## src/rtl/div_sequencer_if.sv

```systemverilog
// div_sequencer_if: EXE <-> divide sequencer request/response bundle.
//   master : EXE side (drives REQ_*, FLUSH, RESP_READY)
//   slave  : sequencer side (drives REQ_READY, RESP_*, BUSY)
//   REQ_CMD encoding: 01 DIV, 10 DIVU, 11 REM, 00 REMU.
interface div_sequencer_if #(
  parameter int TAG_W = 5
);
  logic             REQ_VALID;
  logic             REQ_READY;
  logic [31:0]      REQ_OP1;
  logic [31:0]      REQ_OP2;
  logic [1:0]       REQ_CMD;
  logic [TAG_W-1:0] REQ_TAG;
  logic             FLUSH;
  logic             RESP_VALID;
  logic             RESP_READY;
  logic [31:0]      RESP_DATA;
  logic [TAG_W-1:0] RESP_TAG;
  logic             BUSY;

  modport master (
    output REQ_VALID, REQ_OP1, REQ_OP2, REQ_CMD, REQ_TAG, FLUSH, RESP_READY,
    input  REQ_READY, RESP_VALID, RESP_DATA, RESP_TAG, BUSY
  );

  modport slave (
    input  REQ_VALID, REQ_OP1, REQ_OP2, REQ_CMD, REQ_TAG, FLUSH, RESP_READY,
    output REQ_READY, RESP_VALID, RESP_DATA, RESP_TAG, BUSY
  );
endinterface

```

## src/rtl/div_sequencer.sv

```systemverilog
// div_sequencer: issue/completion controller between EXE and an iterative
// divider. One request outstanding at a time; operands/command are held in
// registers and driven to the divider from launch through DIV_DONE; the
// result is returned with its tag over a valid/ready channel.
//
// Ports:
//   clk, reset_n      : clock, synchronous active-low reset
//   exe (slave)       : REQ_* request, RESP_* response, FLUSH, BUSY
//   DIV_START         : one-cycle launch pulse to the divider
//   DIV_OP1/OP2/CMD   : operands and command to the divider
//   DIV_DONE/RES/BUSY : divider completion pulse, result, busy
//   ERR_TIMEOUT       : sticky, divider missed the TIMEOUT deadline
//
// Optional: define DIV_MEMO_EN to add a one-entry result memo that lets a
// repeated {op1, op2, cmd} request complete without launching the divider.
module div_sequencer #(
  parameter int TAG_W   = 5,
  parameter int TIMEOUT = 64   // 2..256
) (
  input  logic        clk,
  input  logic        reset_n,
  div_sequencer_if.slave exe,
  output logic        DIV_START,
  output logic [31:0] DIV_OP1,
  output logic [31:0] DIV_OP2,
  output logic [1:0]  DIV_CMD,
  input  logic        DIV_DONE,
  input  logic        DIV_BUSY,
  input  logic [31:0] DIV_RES,
  output logic        ERR_TIMEOUT
);

  typedef enum logic [2:0] {IDLE, START, WAIT, RESP, DRAIN} state_t;

  // The counter is cleared in the launch cycle, so in WAIT/DRAIN cnt_q+2
  // cycles have elapsed counting both the launch cycle and the current one.
  localparam logic [7:0] DEADLINE = 8'(TIMEOUT - 2);

  state_t           state_q, state_d;
  logic             ready_q, ready_d;
  logic             rvld_q, rvld_d;
  logic             busy_q, busy_d;
  logic             err_q, err_d;
  logic [31:0]      op1_q, op1_d, op2_q, op2_d, data_q, data_d;
  logic [1:0]       cmd_q, cmd_d;
  logic [TAG_W-1:0] tag_q, tag_d;
  logic [7:0]       cnt_q, cnt_d;
  logic             accept, launch, timeout_hit, memo_hit;
  logic [31:0]      memo_data;

  assign accept      = (state_q == IDLE) && ready_q && exe.REQ_VALID && !exe.FLUSH;
  // Launch must see DIV_BUSY in the same cycle, so it is decoded from the
  // state flop rather than registered.
  assign launch      = (state_q == START) && !DIV_BUSY;
  assign timeout_hit = (cnt_q == DEADLINE) && !DIV_DONE;

`ifdef DIV_MEMO_EN
  logic        memo_vld_q, memo_vld_d;
  logic [31:0] memo_op1_q, memo_op1_d, memo_op2_q, memo_op2_d;
  logic [31:0] memo_res_q, memo_res_d;
  logic [1:0]  memo_cmd_q, memo_cmd_d;

  assign memo_hit  = memo_vld_q && (exe.REQ_OP1 == memo_op1_q) &&
                     (exe.REQ_OP2 == memo_op2_q) && (exe.REQ_CMD == memo_cmd_q);
  assign memo_data = memo_res_q;

  // Only a completion that is actually delivered refreshes the memo.
  always_comb begin
    memo_vld_d = memo_vld_q;
    memo_op1_d = memo_op1_q;
    memo_op2_d = memo_op2_q;
    memo_cmd_d = memo_cmd_q;
    memo_res_d = memo_res_q;
    if ((state_q == WAIT) && DIV_DONE && !exe.FLUSH) begin
      memo_vld_d = 1'b1;
      memo_op1_d = op1_q;
      memo_op2_d = op2_q;
      memo_cmd_d = cmd_q;
      memo_res_d = DIV_RES;
    end
  end

  always_ff @(posedge clk) begin
    if (!reset_n) begin
      memo_vld_q <= 1'b0;
      memo_op1_q <= '0;
      memo_op2_q <= '0;
      memo_cmd_q <= '0;
      memo_res_q <= '0;
    end else begin
      memo_vld_q <= memo_vld_d;
      memo_op1_q <= memo_op1_d;
      memo_op2_q <= memo_op2_d;
      memo_cmd_q <= memo_cmd_d;
      memo_res_q <= memo_res_d;
    end
  end
`else
  assign memo_hit  = 1'b0;
  assign memo_data = '0;
`endif

  always_comb begin
    state_d = state_q;
    op1_d   = op1_q;
    op2_d   = op2_q;
    cmd_d   = cmd_q;
    tag_d   = tag_q;
    data_d  = data_q;
    cnt_d   = cnt_q;
    err_d   = err_q;
    case (state_q)
      IDLE: if (accept) begin
        op1_d = exe.REQ_OP1;
        op2_d = exe.REQ_OP2;
        cmd_d = exe.REQ_CMD;
        tag_d = exe.REQ_TAG;
        if (memo_hit) begin
          data_d  = memo_data;
          state_d = RESP;
        end else begin
          state_d = START;
        end
      end
      START: if (launch) begin
        cnt_d   = '0;
        // Once launched the divider cannot be stopped; a flush must drain it.
        state_d = exe.FLUSH ? DRAIN : WAIT;
      end else if (exe.FLUSH) begin
        state_d = IDLE;
      end
      WAIT: begin
        cnt_d = cnt_q + 8'd1;
        if (DIV_DONE) begin
          if (exe.FLUSH) begin
            state_d = IDLE;
          end else begin
            data_d  = DIV_RES;
            state_d = RESP;
          end
        end else if (timeout_hit) begin
          err_d   = 1'b1;
          state_d = IDLE;
        end else if (exe.FLUSH) begin
          state_d = DRAIN;
        end
      end
      DRAIN: begin
        cnt_d = cnt_q + 8'd1;
        if (DIV_DONE) begin
          state_d = IDLE;
        end else if (timeout_hit) begin
          err_d   = 1'b1;
          state_d = IDLE;
        end
      end
      RESP: if (exe.FLUSH || exe.RESP_READY) state_d = IDLE;
      default: state_d = IDLE;
    endcase
    ready_d = (state_d == IDLE);
    rvld_d  = (state_d == RESP);
    busy_d  = (state_d != IDLE);
  end

  always_ff @(posedge clk) begin
    if (!reset_n) begin
      state_q <= IDLE;
      ready_q <= 1'b0;
      rvld_q  <= 1'b0;
      busy_q  <= 1'b0;
      err_q   <= 1'b0;
      op1_q   <= '0;
      op2_q   <= '0;
      cmd_q   <= '0;
      tag_q   <= '0;
      data_q  <= '0;
      cnt_q   <= '0;
    end else begin
      state_q <= state_d;
      ready_q <= ready_d;
      rvld_q  <= rvld_d;
      busy_q  <= busy_d;
      err_q   <= err_d;
      op1_q   <= op1_d;
      op2_q   <= op2_d;
      cmd_q   <= cmd_d;
      tag_q   <= tag_d;
      data_q  <= data_d;
      cnt_q   <= cnt_d;
    end
  end

  assign exe.REQ_READY  = ready_q;
  assign exe.RESP_VALID = rvld_q;
  assign exe.RESP_DATA  = data_q;
  assign exe.RESP_TAG   = tag_q;
  assign exe.BUSY       = busy_q;
  assign DIV_START      = launch;
  assign DIV_OP1        = op1_q;
  assign DIV_OP2        = op2_q;
  assign DIV_CMD        = cmd_q;
  assign ERR_TIMEOUT    = err_q;

endmodule

```

## src/flat_wrapper.sv

```systemverilog
// flat-port wrapper written by rule: the top's interface ports become plain ports
module div_sequencer_flat 
#(
  parameter int TAG_W   = 5,
  parameter int TIMEOUT = 64            
)
  (clk, reset_n, DIV_START, DIV_OP1, DIV_OP2, DIV_CMD, DIV_DONE, DIV_BUSY, DIV_RES, ERR_TIMEOUT, exe_REQ_VALID, exe_REQ_OP1, exe_REQ_OP2, exe_REQ_CMD, exe_REQ_TAG, exe_FLUSH, exe_RESP_READY, exe_REQ_READY, exe_RESP_VALID, exe_RESP_DATA, exe_RESP_TAG, exe_BUSY);
  div_sequencer_if #(.TAG_W(TAG_W)) exe_i ();
  input  logic clk;
  input  logic reset_n;
  output logic DIV_START;
  output logic [31:0] DIV_OP1;
  output logic [31:0] DIV_OP2;
  output logic [1:0] DIV_CMD;
  input  logic DIV_DONE;
  input  logic DIV_BUSY;
  input  logic [31:0] DIV_RES;
  output logic ERR_TIMEOUT;
  input wire logic [$bits(exe_i.REQ_VALID)-1:0] exe_REQ_VALID;
  input wire logic [$bits(exe_i.REQ_OP1)-1:0] exe_REQ_OP1;
  input wire logic [$bits(exe_i.REQ_OP2)-1:0] exe_REQ_OP2;
  input wire logic [$bits(exe_i.REQ_CMD)-1:0] exe_REQ_CMD;
  input wire logic [$bits(exe_i.REQ_TAG)-1:0] exe_REQ_TAG;
  input wire logic [$bits(exe_i.FLUSH)-1:0] exe_FLUSH;
  input wire logic [$bits(exe_i.RESP_READY)-1:0] exe_RESP_READY;
  output wire logic [$bits(exe_i.REQ_READY)-1:0] exe_REQ_READY;
  output wire logic [$bits(exe_i.RESP_VALID)-1:0] exe_RESP_VALID;
  output wire logic [$bits(exe_i.RESP_DATA)-1:0] exe_RESP_DATA;
  output wire logic [$bits(exe_i.RESP_TAG)-1:0] exe_RESP_TAG;
  output wire logic [$bits(exe_i.BUSY)-1:0] exe_BUSY;
  assign exe_i.REQ_VALID = exe_REQ_VALID;
  assign exe_i.REQ_OP1 = exe_REQ_OP1;
  assign exe_i.REQ_OP2 = exe_REQ_OP2;
  assign exe_i.REQ_CMD = exe_REQ_CMD;
  assign exe_i.REQ_TAG = exe_REQ_TAG;
  assign exe_i.FLUSH = exe_FLUSH;
  assign exe_i.RESP_READY = exe_RESP_READY;
  assign exe_REQ_READY = exe_i.REQ_READY;
  assign exe_RESP_VALID = exe_i.RESP_VALID;
  assign exe_RESP_DATA = exe_i.RESP_DATA;
  assign exe_RESP_TAG = exe_i.RESP_TAG;
  assign exe_BUSY = exe_i.BUSY;
  div_sequencer #(.TAG_W(TAG_W), .TIMEOUT(TIMEOUT)) u_core (.clk(clk), .reset_n(reset_n), .exe(exe_i), .DIV_START(DIV_START), .DIV_OP1(DIV_OP1), .DIV_OP2(DIV_OP2), .DIV_CMD(DIV_CMD), .DIV_DONE(DIV_DONE), .DIV_BUSY(DIV_BUSY), .DIV_RES(DIV_RES), .ERR_TIMEOUT(ERR_TIMEOUT));
endmodule
```

## config.mk

```make
export PLATFORM = sky130hd
export DESIGN_NAME = div_sequencer_flat
export DESIGN_NICKNAME = d
export VERILOG_FILES = /design/src/rtl/div_sequencer_if.sv /design/src/rtl/div_sequencer.sv /design/src/flat_wrapper.sv
export SDC_FILE = /design/constraint.sdc
export NUM_CORES = 1
export LEC_CHECK = 0
export ABC_AREA = 0
export CAP_MARGIN = 10
export CORE_ASPECT_RATIO = 1.2
export CORE_MARGIN = 3
export CORE_UTILIZATION = 43
export CTS_CLUSTER_SIZE = 20
export DETAILED_ROUTE_END_ITERATION = 7
export PLACE_DENSITY = 0.83
export SLEW_MARGIN = 30
export SYNTH_ARGS = -nofsm -noshare
export SYNTH_HDL_FRONTEND = slang
export SYNTH_SLANG_ARGS = --single-unit
```

## constraint.sdc

```tcl
create_clock -name clk -period 2.82 [get_ports clk]
set_input_delay 0.705 -clock clk [delete_from_list [all_inputs] [get_ports clk]]
set_output_delay 0.705 -clock clk [all_outputs]
set_load 0.02 [all_outputs]
```

* After elaboration in Yosys (flattened, before gate mapping)
Index checks and enable logic that the tools add are counted.
** Storage, ports and cells
- Flip-flop bits (word level) :: 118
- Input port bits :: 110
- Output and inout port bits :: 108
- Word-level logic and storage cells :: 53
** Cells by class
- Add/subtract/negate cells :: 1
- Equality and inequality tests :: 7
- Muxes and demuxes :: 14
- Bitwise operators :: 2
- Reduce and logical (&&, ||, !) cells :: 18
** Operator list (count)
- two-way mux 3 bit :: 10
- case mux 8 bit (2 select lines) :: 1
- case mux 3 bit (5 select lines) :: 1
- equality test 3 x 2 -> 1 bit, second input constant :: 3
- adder 8 x 1 -> 8 bit, second input constant :: 1
- equality test 8 x 6 -> 1 bit, second input constant :: 1
- two-way mux 8 bit :: 1
- zero test 3 bit :: 2
- AND reduction 3 bit :: 2
- logical AND 1 bit :: 5
- AND reduction 2 bit :: 2
- equality test 3 x 1 -> 1 bit, second input constant :: 1
- equality test 3 bit, second input constant :: 1
- zero test 1 bit :: 3
- nonzero test 3 bit :: 1
- two-way mux 2 bit :: 1
- != test 2 bit, second input constant :: 1
- inverter 1 bit :: 2
- nonzero test 2 bit :: 1
- OR reduction 2 bit :: 1
- logical OR 1 bit :: 1

* Longest topological paths before layout
Gate-level depths: netlist of the first run.
- Depth after elaboration :: 7
- Depth in mapped cells :: 6
- Gate-level depth less buffers :: 5

* Least setup slack after synthesis of the first run
Ideal clock, no wire load.
- Path kind :: input to register
- Start point :: input port DIV_BUSY
- End point :: register u_core.cnt_q[5]
- Library setup time :: 70 ps
- Arrival :: 1916 ps
- Data required time :: 2750 ps
- Setup slack :: 834 ps
- Stages on the path :: 4
- Path buffers :: 0
- Path through :: nor4b_4 > a22oi_1 > or3_1 > a21oi_1
** Between the ends
- Word-level cells in the longest chain between the ends :: 4
** RTL lines
- from (decl) :: RTL line flat_wrapper.sv:16 : input logic DIV_BUSY;
- zero test 1 bit :: RTL line div_sequencer.sv:54 : assign launch = (state_q == START) && !DIV_BUSY;
- logical AND 1 bit :: RTL line div_sequencer.sv:54
- != test 2 bit (no source line)
- AND reduction 2 bit (no source line)
- to (signal assigned) :: RTL line div_sequencer.sv:189 : cnt_q <= cnt_d;
- to (decl) :: RTL line div_sequencer.sv:47 : logic [7:0] cnt_q, cnt_d;
Every way passes these cells.
A chain may end at the register's enable or synchronous reset.

* Worst setup path after layout of the first run
- Start point :: input port DIV_BUSY
- End point :: output port DIV_START
** Between the ends
- Word-level cells in the longest chain between the ends :: 2
** RTL lines
- zero test 1 bit :: RTL line div_sequencer.sv:54
- logical AND 1 bit :: RTL line div_sequencer.sv:54
- to (decl) :: RTL line flat_wrapper.sv:11 : output logic DIV_START;
Every way passes these cells.

==> run_results.csv, run 1 <==
group,metric,value,unit
floorplan,pin_count,218,
grt,antenna_found_initial,0,
sta,setup_viol,0,
sta,maxSlewViolCount,0,
setup_path,worst-endpoint-required,2.12,ns
sta,hold_viol_final,0,
clocking,cts_max_level,4,
sta,period_share,0.840,
pwr,peakVddDrop,574,uV
worst_hold_path,hold_path.class,"reg -> reg",
setup_path,cpMaxStageDelayCell,"clkdlybuf4s50_1",
logic_synthesis,synth_edf_count,0,
sta,rsz0062_at_grt,"no",
floorplan,die_height,115,um
logic_synthesis,synth_cell_types,33,
sta,fin_crit,2.37,ns
place,globalplace.congestion,0.846,
clocking,clkTransAtPathRegs,0.05,ns
logic_synthesis,synthArstFlopShare,0,
setup_path,crit_chain,"clkdlybuf4s50_1, nor4b_4, dlymetal6s2s_1",
floorplan,die-width,96.8,um
floorplan,dieArea,11100,sq um
logic_synthesis,synthFlopType,"dfxtp_1",
final_layout,postLayoutCoreUtil,0.750,
setup_path,cp.arrival,1.66,ns
final_layout,final_common_cell,"clkdlybuf4s50_1",
place,dp_hpwl,9610,um
grt,grt_max_degree,46,
grt,overflow,0,
logic_synthesis,ys_warn_count,0,
floorplan,start_util,0.445,
drt,viasPerCell,5.01,
drt,drt-total-wl,13300,um
logic_synthesis,synth_fp_nets,642,
drt,drcViolationCount,0,
setup_path,crit_type,"in -> out",
logic_synthesis,ys_seq_area_frac,0.555,
run_status,run_status,"finished clean",
clocking,cts_hold_buf,0,
logic_synthesis,synth_area,4260,sq um
final_layout,diodes,0,
drt,avgRoutedWirePerCell,15.2,um
sta,worstMarginPinSlew,0.440,ns
grt,track_usage,0.237,
final_layout,area_delta_synth_final,68.6,%
pwr,leakage,2.52,nW
final_layout,drive_gt1_frac,0.0623,
sta,tns,0,ns
flow_run,max_cap_violations,0,
clocking,cts_tree,"done",
setup_path,reg2reg_setup_slack,0.96,ns
clocking,clk_latency,0.40,ns
drt,drtIter0Drc,171,
sta,fmax,422,MHz
sta,skew,0.00769,ns
setup_path,critPathMaxFanout,2,
clocking,cts_buffers,17,
drt,drt_first_pass_iters,5,
setup_path,end_kind,"output pin",
floorplan,floorplan.rows,39,
sta,max_slew_margin,0.706,
floorplan,core_area,9560,sq um
final_layout,nets,854,
clocking,clkSinkCount,118,
place,port_buffers,217,
grt,grt_pass1_wl,21300,um
grt,first_global_vias,4371,
clocking,postCtsSetupBuffers,0,
clocking,clockBufferDepth,2,
drt,vias,4395,
pwr,p_per_area,612,nW/um^2
setup_path,slowest_delay,0.46,ns
drt,detail-route-antenna-nets,0,
logic_synthesis,yosys_register_bits,118,
final_layout,layout_common_cells,"clkdlybuf4s50_1 (216), nand2_1 (211), dfxtp_1 (118), a21oi_1 (111), clkbuf_16 (17)",
logic_synthesis,synth_cells,530,
setup_path,start_kind,"primary input",
logic_synthesis,synth.avg_cell_area,8.03,sq um
clocking,cts_root_buffer,"clkbuf_16",
-- repair_timing --
item	CTS	global route
setup endpoints to repair	0	1
gates resized for setup	0	1
hold endpoints to repair	0	0
-- power by group --
part           internal (mW)  switching (mW)
Clock                   1.55           0.700
Sequential              1.71          0.0210
Combinational          0.230           0.177
-- worst paths after layout --
check,start,to,depth (start not counted)
setup / recovery,DIV_BUSY,DIV_START,3
hold / removal,u_core.DIV_OP2[10],u_core.DIV_OP2[10],2
setup reg to reg,u_core.state_q[1],u_core.exe.RESP_DATA[14],5
hold reg to reg,u_core.DIV_OP2[10],u_core.DIV_OP2[10],2
-- flip-flops by register name, summed over array words and instances, names as in the netlist, 2 cells and up --
register,flops
u_core.DIV_CMD,2
u_core.exe.RESP_DATA,32
u_core.DIV_OP2,32
u_core.cnt_q,8
u_core.state_q,3
u_core.DIV_OP1,32
u_core.exe.RESP_TAG,5
-- kinds of logic after synthesis --
kind of cell / share of synthesized area
flip-flops: 0.555
buffers and inverters: 0.0403
adder cells (fa/ha/maj): 0.00588
AND/OR/NAND/NOR: 0.241
multiplexers: 0.00265
XOR/XNOR: 0.00412
AO/OA/AOI/OAI: 0.151
-- final cells by class --
type	count	area [sq um]
Clock buffer	25	526
Clock inverter	7	114
Fill cell	657	2390
Inverter	4	16.3
Multi-Input combinational cell	374	1730
Sequential cell	118	2360
Tap cell	123	154
Timing Repair Buffer	227	2270
-- cell usage after synthesis (3+ instances only) --
| cell | number | area, sq um |
|---|---|---|
| or3_1 | 5 | 31.3 |
| dfxtp_1 | 118 | 2360 |
| a21oi_1 | 111 | 556 |
| buf_2 | 5 | 25.0 |
| buf_6 | 3 | 33.8 |
| nand3_1 | 4 | 20.0 |
| o21ai_0 | 6 | 30.0 |
| nor2_1 | 7 | 26.3 |
| nand2_1 | 211 | 792 |
| clkbuf_1 | 26 | 97.6 |
| inv_1 | 4 | 15.0 |
-- metal layers --
| metal | vias up | global-route usage | routed length (um) |
|---|---|---|---|
| met4 | 0 | 0.0833 | 204 |
| met3 | 13 | 0.0947 | 1170 |
| met5 | - | 0 | 0 |
| met1 | 2027 | 0.253 | 5120 |
| li1 | 2174 | - | - |
| met2 | 181 | 0.425 | 6850 |
-- per-stage QoR --
step	setup slack [ns]	total power, mW	instances	area [sq um]	hold slack (ns)
detailed placement	0.0540	2.17	846	6530	0.447
floorplan	0.834	1.90	530	4260	0.459
global placement	0.0378	2.16	846	6530	0.441
global route	0.387	4.53	878	7180	0.472
finish	0.451	4.39	878	7180	0.453
CTS	0.0416	4.42	878	7170	0.453
-- worst max-delay path, delay by kind of cell --
kind | cells | cell delay, ns
AND/OR/NAND/NOR | 1 | 0.24
buffers and inverters | 2 | 0.72
Note: power is estimated with default switching activity, not from simulation.
==> run 2, diff against run 1 <==
- CORE_UTILIZATION: 43 -> 36
- PLACE_DENSITY: 0.83 -> 0.74
- clock period: 2.82 -> 2.1 ns (I/O delays scaled with it)
==> run_results.csv, run 2 (synthesized netlist as in run 1, its figures left out) <==
group,metric,value,unit
drt,vias,4349,
drt,avgRoutedWirePerCell,14.1,um
setup_path,reg2reg_depth,6,
final_layout,multi_input_area,1730,sq um
sta,rsz0062_at_grt,"no",
drt,drtIter0Drc,180,
worst_hold_path,hold_depth,2,
drt,drt_first_pass_iters,4,
final_layout,nets,860,
place,dp.cells,883,
clocking,cts_root_buffer,"clkbuf_16",
grt,grt_max_degree,63,
final_layout,drive_gt1_frac,0.0683,
setup_path,worst-endpoint-required,1.57,ns
clocking,clk_latency,0.40,ns
floorplan,die_height,125,um
pwr,p_per_area,809,nW/um^2
sta,maxSlewViolCount,0,
sta,period_share,0.935,
floorplan,core_area,11300,sq um
final_layout,seq_area,2360,sq um
setup_path,crit_type,"in -> out",
floorplan,pin_count,218,
worst_hold_path,hold_path.class,"reg -> reg",
grt,overflow,0,
clocking,cts_max_level,4,
sta,hold_viol_final,0,
sta,fmax,509,MHz
grt,track_usage,0.192,
clocking,clkSinkCount,118,
clocking,cts_hold_buf,0,
setup_path,end_kind,"output pin",
grt,grt_pass1_wl,20600,um
setup_path,critPathMaxFanout,2,
setup_path,rr_endpoint,"u_core.exe.RESP_DATA[12]",
floorplan,dieArea,13200,sq um
flow_run,max_cap_violations,0,
place,dp_hpwl,9380,um
pwr,leakage,2.54,nW
setup_path,timing.rr.start,"u_core.state_q[0]",
final_layout,nFillCells,954,
place,port_buffers,217,
setup_path,cp.arrival,1.44,ns
place,globalplace.congestion,0.761,
sta,worstMarginPinSlew,0.479,ns
sta,max_slew_margin,0.681,
drt,drt-total-wl,12900,um
final_layout,diodes,0,
clocking,cts_buffers,17,
drt,viasPerCell,4.75,
pwr,fin_total_pwr,5.91,mW
clocking,cts_tree,"done",
setup_path,reg2reg_setup_slack,0.26,ns
setup_path,start_kind,"primary input",
grt,first_global_vias,4280,
floorplan,start_util,0.377,
sta,setup_viol,0,
sta,fin_crit,1.96,ns
clocking,clkTransAtPathRegs,0.05,ns
drt,detail-route-antenna-nets,0,
sta,skew,0.00911,ns
run_status,run_status,"finished clean",
drt,drcViolationCount,0,
pwr,peakVddDrop,474,uV
grt,antenna_found_initial,0,
worst_hold_path,worstHoldEndpoint,"u_core.DIV_OP1[27]",
floorplan,die-width,105,um
final_layout,postLayoutCoreUtil,0.646,
final_layout,area_delta_synth_final,71.6,%
worst_hold_path,min_from,"u_core.DIV_OP1[27]",
final_layout,final_common_cell,"clkdlybuf4s50_1",
final_layout,fin_cells,915,
final_layout,layout_common_cells,"clkdlybuf4s50_1 (216), nand2_1 (211), dfxtp_1 (118), a21oi_1 (111), clkbuf_16 (17)",
clocking,clockBufferDepth,2,
floorplan,floorplan.rows,42,
## run 2: worst max path at each step
stage / slack, ns / depth (start not counted) / startpoint / endpoint
after detailed placement: -0.32 / 3 / DIV_BUSY / DIV_START
after global placement: -0.33 / 3 / DIV_BUSY / DIV_START
after global routing: 0.07 / 3 / DIV_BUSY / DIV_START
after floorplan: 0.29 / 4 / DIV_BUSY / u_core.cnt_q[5]
final: 0.14 / 3 / DIV_BUSY / DIV_START
after CTS: 0.02 / 3 / DIV_BUSY / DIV_START
## run 2: critical path, stage by stage
cell and delay, ns:
clkdlybuf4s50_1 0.46, nor4b_4 0.24, buf_2 0.21
## run 2: power breakdown
part	leakage [nW]	total (mW)	switching, mW	internal (mW)
clock network	0.307	3.03	0.958	2.07
registers	0.955	2.32	0.0264	2.29
logic	1.28	0.558	0.238	0.320
total	2.54	5.91	1.22	4.68
## run 2: per-layer routing
| layer | routed length (um) | global-route usage | up-vias |
|---|---|---|---|
| met5 | 0 | 0 | - |
| met4 | 192 | 0.0788 | 0 |
| met3 | 1200 | 0.0794 | 14 |
| met2 | 6320 | 0.327 | 190 |
| met1 | 5150 | 0.211 | 1964 |
| li1 | - | - | 2181 |
## run 2: timing repair
| action | CTS | global route |
|---|---|---|
| resized for setup | 3 | 1 |
| pin swaps | 0 | 0 |
| endpoints found under the setup margin | 1 | 1 |
| buffers inserted | 0 | 0 |
| endpoints found under the hold margin | 0 | 0 |
## run 2: final cells by class
| cell class | count | share of cell area |
|---|---|---|
| inverters | 4 | 0.00223 |
| multi-input cells | 374 | 0.237 |
| flip-flops and latches | 118 | 0.324 |
| well taps | 154 | 0.0264 |
| repair buffers | 233 | 0.325 |
| clock inverters | 9 | 0.0202 |
| clock buffers | 23 | 0.0655 |
## run 2: per-stage QoR
stage,hold slack [ns],cell area [sq um],setup TNS (ns),setup WS [ns]
floorplan,0.459,4260,0,0.294
global placement,0.441,6680,-0.399,-0.328
detailed placement,0.446,6680,-1.75,-0.317
CTS,0.453,7310,0,0.0240
global route,0.472,7300,0,0.0656
finish,0.451,7300,0,0.136
==> run 3, diff against run 2 <==
- GPL_ROUTABILITY_DRIVEN: unset -> 0
==> results of run 3 <==
Same layout as run 2: the final DEF is identical, and so are final timing and power.
